**config.mk**
```make
export PLATFORM = sky130hd
export DESIGN_NAME = eth_frame_detector_flat
export DESIGN_NICKNAME = d
export VERILOG_FILES = /design/src/rtl/eth_frame_detector_if.sv /design/src/rtl/eth_frame_detector.sv /design/src/flat_wrapper.sv
export SDC_FILE = /design/constraint.sdc
export NUM_CORES = 1
export LEC_CHECK = 0
export CORE_MARGIN = 2
export CORE_UTILIZATION = 58
export CTS_BUF_LIST = sky130_fd_sc_hd__clkbuf_8
export DETAILED_ROUTE_END_ITERATION = 10
export PLACE_DENSITY = 0.95
export SYNTH_ARGS = -nofsm -noshare
export SYNTH_HDL_FRONTEND = slang
export SYNTH_SLANG_ARGS = --single-unit
```
**constraint.sdc**
```tcl
create_clock -name clk -period 5.15 [get_ports clk]
set_input_delay 1.03 -clock clk [delete_from_list [all_inputs] [get_ports clk]]
set_output_delay 1.03 -clock clk [all_outputs]
set_load 0.1 [all_outputs]
```
**src/rtl/eth_frame_detector_if.sv**
```systemverilog
// rtl/eth_frame_detector_if.sv - byte-wide receive stream from the TEMAC (no back-pressure)
interface eth_frame_detector_if;
    logic [7:0] s_axis_tdata;
    logic       s_axis_tkeep;
    logic       s_axis_tlast;
    logic       s_axis_tvalid;

    modport master (output s_axis_tdata, s_axis_tkeep, s_axis_tlast, s_axis_tvalid);
    modport slave  (input  s_axis_tdata, s_axis_tkeep, s_axis_tlast, s_axis_tvalid);
endinterface

```
**src/rtl/eth_frame_detector.sv**
```systemverilog
// rtl/eth_frame_detector.sv - measurement-frame header checker and sequence extractor
module eth_frame_detector #(
    parameter logic [47:0] dest_mac   = 48'hDE_AD_BE_EF_01_02,
    parameter logic [15:0] ethertype  = 16'h88B5,
    parameter logic [31:0] identifier = 32'hCAFECAFE
) (
    input  logic                       clk,
    input  logic                       rst,
    input  logic                       enable,
    input  logic [63:0]                current_time,
    eth_frame_detector_if.slave        rx,
    output logic                       det_valid,
    output logic                       det_match,
    output logic [63:0]                det_seq,
    output logic [63:0]                det_time,
    output logic [10:0]                det_length,
    output logic [31:0]                match_count,
    output logic [31:0]                mismatch_count
);
    typedef enum logic [1:0] {IDLE, HEADER, PAYLOAD, DISCARD} state_t;

    state_t      state, state_next;
    logic [10:0] count, count_next, byte_idx;
    logic        match_ok, match_ok_next;
    logic [63:0] seq, seq_next, start_time;
    logic        beat, start_new, parse, frame_end;
    logic        unused_tkeep;

    // The TEMAC always drives tkeep high; empty beats are counted anyway.
    assign unused_tkeep = rx.s_axis_tkeep;
    assign beat         = rx.s_axis_tvalid;

    function automatic logic byte_ok(input logic [10:0] idx, input logic [7:0] b);
        case (idx)
            11'd0:   return b == dest_mac[47:40];
            11'd1:   return b == dest_mac[39:32];
            11'd2:   return b == dest_mac[31:24];
            11'd3:   return b == dest_mac[23:16];
            11'd4:   return b == dest_mac[15:8];
            11'd5:   return b == dest_mac[7:0];
            11'd12:  return b == ethertype[15:8];
            11'd13:  return b == ethertype[7:0];
            11'd14:  return b == identifier[31:24];
            11'd15:  return b == identifier[23:16];
            11'd16:  return b == identifier[15:8];
            11'd17:  return b == identifier[7:0];
            default: return 1'b1;
        endcase
    endfunction

    always_ff @(posedge clk) begin
        if (rst) state <= IDLE;
        else     state <= state_next;
    end

    always_comb begin
        state_next = state;
        case (state)
            IDLE:    if (beat) state_next = rx.s_axis_tlast ? IDLE : (enable ? HEADER : DISCARD);
            HEADER:  if (beat) begin
                         if (rx.s_axis_tlast)      state_next = IDLE;
                         else if (count == 11'd25) state_next = PAYLOAD;
                     end
            PAYLOAD: if (beat && rx.s_axis_tlast) state_next = IDLE;
            DISCARD: if (beat && rx.s_axis_tlast) state_next = IDLE;
            default: state_next = IDLE;
        endcase
    end

    always_comb begin
        start_new = beat && (state == IDLE) && enable;
        parse     = start_new || (beat && (state == HEADER || state == PAYLOAD));
        frame_end = parse && rx.s_axis_tlast;
    end

    // count holds the number of bytes seen so far, which is also the index of the incoming byte.
    always_comb begin
        byte_idx      = start_new ? 11'd0 : count;
        count_next    = start_new ? 11'd1 : ((count == 11'd2047) ? count : count + 11'd1);
        match_ok_next = (start_new ? 1'b1 : match_ok) & byte_ok(byte_idx, rx.s_axis_tdata);
        seq_next      = start_new ? 64'd0 : seq;
        if (byte_idx >= 11'd18 && byte_idx <= 11'd25)
            seq_next = {seq[55:0], rx.s_axis_tdata};
    end

    always_ff @(posedge clk) begin
        if (rst) begin
            count          <= '0;
            match_ok       <= 1'b0;
            seq            <= '0;
            start_time     <= '0;
            det_valid      <= 1'b0;
            det_match      <= 1'b0;
            det_seq        <= '0;
            det_time       <= '0;
            det_length     <= '0;
            match_count    <= '0;
            mismatch_count <= '0;
        end else begin
            det_valid <= frame_end;
            if (parse) begin
                count    <= count_next;
                match_ok <= match_ok_next;
                seq      <= seq_next;
            end
            if (start_new)
                start_time <= current_time;
            if (frame_end) begin
                det_match  <= match_ok_next && (count_next >= 11'd26);
                det_seq    <= seq_next;
                det_time   <= start_new ? current_time : start_time;
                det_length <= count_next;
                if (match_ok_next && (count_next >= 11'd26)) match_count    <= match_count + 32'd1;
                else                                         mismatch_count <= mismatch_count + 32'd1;
            end
        end
    end
endmodule

```
**src/flat_wrapper.sv**
```systemverilog
// flat-port wrapper written by rule: the top's interface ports become plain ports
module eth_frame_detector_flat 
#(
    parameter logic [47:0] dest_mac   = 48'hDE_AD_BE_EF_01_02,
    parameter logic [15:0] ethertype  = 16'h88B5,
    parameter logic [31:0] identifier = 32'hCAFECAFE
)
  (clk, rst, enable, current_time, det_valid, det_match, det_seq, det_time, det_length, match_count, mismatch_count, rx_s_axis_tdata, rx_s_axis_tkeep, rx_s_axis_tlast, rx_s_axis_tvalid);
  eth_frame_detector_if rx_i ();
  input  logic clk;
  input  logic rst;
  input  logic enable;
  input  logic [63:0] current_time;
  output logic det_valid;
  output logic det_match;
  output logic [63:0] det_seq;
  output logic [63:0] det_time;
  output logic [10:0] det_length;
  output logic [31:0] match_count;
  output logic [31:0] mismatch_count;
  input wire logic [$bits(rx_i.s_axis_tdata)-1:0] rx_s_axis_tdata;
  input wire logic [$bits(rx_i.s_axis_tkeep)-1:0] rx_s_axis_tkeep;
  input wire logic [$bits(rx_i.s_axis_tlast)-1:0] rx_s_axis_tlast;
  input wire logic [$bits(rx_i.s_axis_tvalid)-1:0] rx_s_axis_tvalid;
  assign rx_i.s_axis_tdata = rx_s_axis_tdata;
  assign rx_i.s_axis_tkeep = rx_s_axis_tkeep;
  assign rx_i.s_axis_tlast = rx_s_axis_tlast;
  assign rx_i.s_axis_tvalid = rx_s_axis_tvalid;
  eth_frame_detector #(.dest_mac(dest_mac), .ethertype(ethertype), .identifier(identifier)) u_core (.clk(clk), .rst(rst), .enable(enable), .current_time(current_time), .rx(rx_i), .det_valid(det_valid), .det_match(det_match), .det_seq(det_seq), .det_time(det_time), .det_length(det_length), .match_count(match_count), .mismatch_count(mismatch_count));
endmodule
```
==> flow_summary.toml <==
[global_route]
antenna_found_initial = 0
grt_use_total_pct = 30.0
grt-ovfl-total = 0
grt_max_degree = 203
grt_pass1_wl_um = 65400
grt_pass1_vias = 13178

[synthesis]
yosysWarningCount = 0
syn-num-nets = 1734
synth-edff-count = 0
ys_seq_area_share_pct = 48.2
synth_top_flop_cell = "dfxtp_1"
syn-cell-area_um2 = 14400
async_flop_share_pct = 0
avgSynthCellArea_um2 = 8.75
ys_ff_latch = 347
ys_types = 70
syn_inst = 1647

[clock_tree]
clk_pin_slew_ns = 0.06
clock_sinks = 347
holdBufCountCts = 0
root_buffer = "clkbuf_8"
cts_resized = 0
cts_buffers = 56
clockBufferDepth = 3
cts_post_setup_buffers_inserted = 0
cts_tree = "yes"
h-tree-depth = 2
clk_latency_ns = 0.58

[timing]
finalCriticalPeriod_ns = 4.15
max_slew_margin_pct = 23.9
clock.fmax_ghz = 0.241
rsz0062_at_grt = "false"
finalHoldViolCount = 0
finalMaxSlewViolations = 0
period_share_pct = 80.6
finalSetupTns_ns = 0
tightest_slew_ns = 1.14
clock_skew_ns = 0.0220
setup_viol = 0

[setup_path]
cp.required_ns = 5.65
cp_slowest_cell = "clkdlybuf4s50_1"
cp-end-kind = "flip-flop"
crit_path_max_fanout = 20
crit_arrival_ns = 4.65
slowest_delay_ns = 0.67
crit_type = "in -> reg"
path_cells = "clkdlybuf4s50_1, and3_4, nor3_1, and2_1, or4_4, a211oi_4, o211ai_4, a211o_1, or4_1, a21oi_1"
path_delay_family = "simple AND/OR/NAND/NOR gates"
cp-start-kind = "input port"
cp_num_buf_inv = 1

[run_status]
run_status = "finished clean"

[floorplanning]
initial_core_util_pct = 59.1
core_area_um2 = 24400
ioPinCount = 283
num_rows = 57
die_y_um = 162
die_area_um2 = 26100
dieWidth_um = 162

[drt]
vias_per_cell = 6.09
routedWlPerCell_um = 18.3
initialDrtViolationCount = 1400
drcViolationCount = 0
dr.pass1.iters = 6
ant_nets = 0
routed_wl_um = 40900
vias = 13635

[cells_and_area]
design_area_um2 = 18600
n_antenna_cell = 0
utilization_pct = 76.1
drive_above_1_share_pct = 7.05
fin_nets = 1961
synthToLayoutAreaGrowth_pct = 28.9

[pwr]
power.density_nw_per_um2 = 358
p_leak_nw = 6.68
vdd.ir_drop.worst_v = 0.000242

[placement]
place.gp.congestion = 0.885
dp_hpwl_um = 26100
dpl_cell_area_um2 = 17400
io_buffers = 281

[run]
cap_violations = 0

[min_path]
hp-class = "reg -> reg"
-- routing by layer --
metal	GRT usage (%)	part of all wire, %	vias to the layer above
met5	0	0	-
met4	14.3	4.2	0
met3	4.83	6.5	130
met2	50.9	49	619
met1	37.6	40	6471
li1	-	-	6415
-- cell usage after synthesis (16+ instances only) --
cell type | n | area [um^2]
or4_1 | 16 | 120
or3_1 | 28 | 175
clkbuf_1 | 118 | 443
a21oi_1 | 63 | 315
and3_1 | 76 | 475
nor2_1 | 318 | 1190
o31ai_1 | 18 | 135
nand3_1 | 29 | 145
nand4_1 | 17 | 106
a211oi_1 | 136 | 1020
inv_1 | 26 | 97.6
nor3_1 | 75 | 375
nand2_1 | 55 | 206
mux2i_1 | 67 | 671
a22oi_1 | 70 | 526
o21ai_0 | 37 | 185
dfxtp_1 | 347 | 6950
-- placed cells by master, fill, tap and decap left out, types with 16 or more instances in the layout --
master,count
o21ai_0,37
nand4_1,17
a21oi_1,63
or3_1,28
nand2_1,55
and3_1,75
clkbuf_8,75
nor3_1,75
a211oi_1,136
o31ai_1,18
mux2i_1,67
clkdlybuf4s50_1,280
or4_1,16
inv_1,42
nor2_1,317
dfxtp_1,347
nand3_1,26
a22oi_1,70
-- power by group --
group / internal [mW] / switching (mW)
clock network: 1.39 / 1.07
registers: 2.80 / 0.0668
logic: 0.347 / 0.978
-- path summary, 6_finish.rpt --
check                                     from                                   to  slack [ns]  cells after the start
min          u_core.det_length[2]$_SDFFE_PP0P_    u_core.det_length[2]$_SDFFE_PP0P_        0.45                      2
max                           rx_s_axis_tvalid  u_core.match_count[24]$_SDFFE_PP0P_        1.00                     10
min reg2reg  u_core.det_length[2]$_SDFFE_PP0P_    u_core.det_length[2]$_SDFFE_PP0P_        0.45                      2
max reg2reg       u_core.count[1]$_SDFFE_PP0N_  u_core.match_count[24]$_SDFFE_PP0P_        1.02                     10
-- worst reg2reg max path, delay by kind of cell, from the launching register on --
family,cells,cell delay [ns]
flip-flops,1,0.69
AO/OA/AOI/OAI,5,1.52
buffers and inverters,1,0.18
AND/OR/NAND/NOR,3,1.22
adder cells (fa/ha/maj),1,0.43
-- flip-flops by register name (all words and copies together), names as in the netlist --
register and count:
u_core.seq 64, u_core.match_count 32, u_core.count 11, u_core.det_seq 64, u_core.det_match 1, u_core.det_valid 1, u_core.mismatch_count 32, u_core.det_length 11
u_core.match_ok 1, u_core.det_time 64, u_core.state 2, u_core.start_time 64
-- cells by family (layout without fill, tap and decap cells) --
group / after synthesis / count (layout) / share of synthesized area (%)
adder cells (fa/ha/maj): 9 / 9 / 0.781
XOR/XNOR: 18 / 18 / 1.09
multiplexers: 74 / 74 / 5.20
flip-flops: 347 / 347 / 48.2
AND/OR/NAND/NOR: 668 / 668 / 22.3
AO/OA/AOI/OAI: 373 / 373 / 18.2
buffers and inverters: 158 / 425 / 4.24
-- metrics by stage --
stage / total power, mW / hold WS [ns] / worst slack (ns) / std cells
after floorplan: 3.88 / 0.456 / 1.31 / 1647
after global placement: 4.20 / 0.440 / 0.557 / 2140
after detailed placement: 4.24 / 0.446 / 0.447 / 2140
after CTS: 6.68 / 0.453 / 1.08 / 2238
after global routing: 6.88 / 0.476 / 0.667 / 2238
final: 6.65 / 0.448 / 1.00 / 2238
-- final cells by class --
cell class	instances	area, um^2
Clock buffer	75	1030
Clock inverter	23	154
Fill cell	1620	5820
Inverter	26	97.6
Multi-Input combinational cell	1142	6910
Sequential cell	347	6950
Tap cell	324	405
Timing Repair Buffer	301	3030
(Power assumes the default switching activity.)
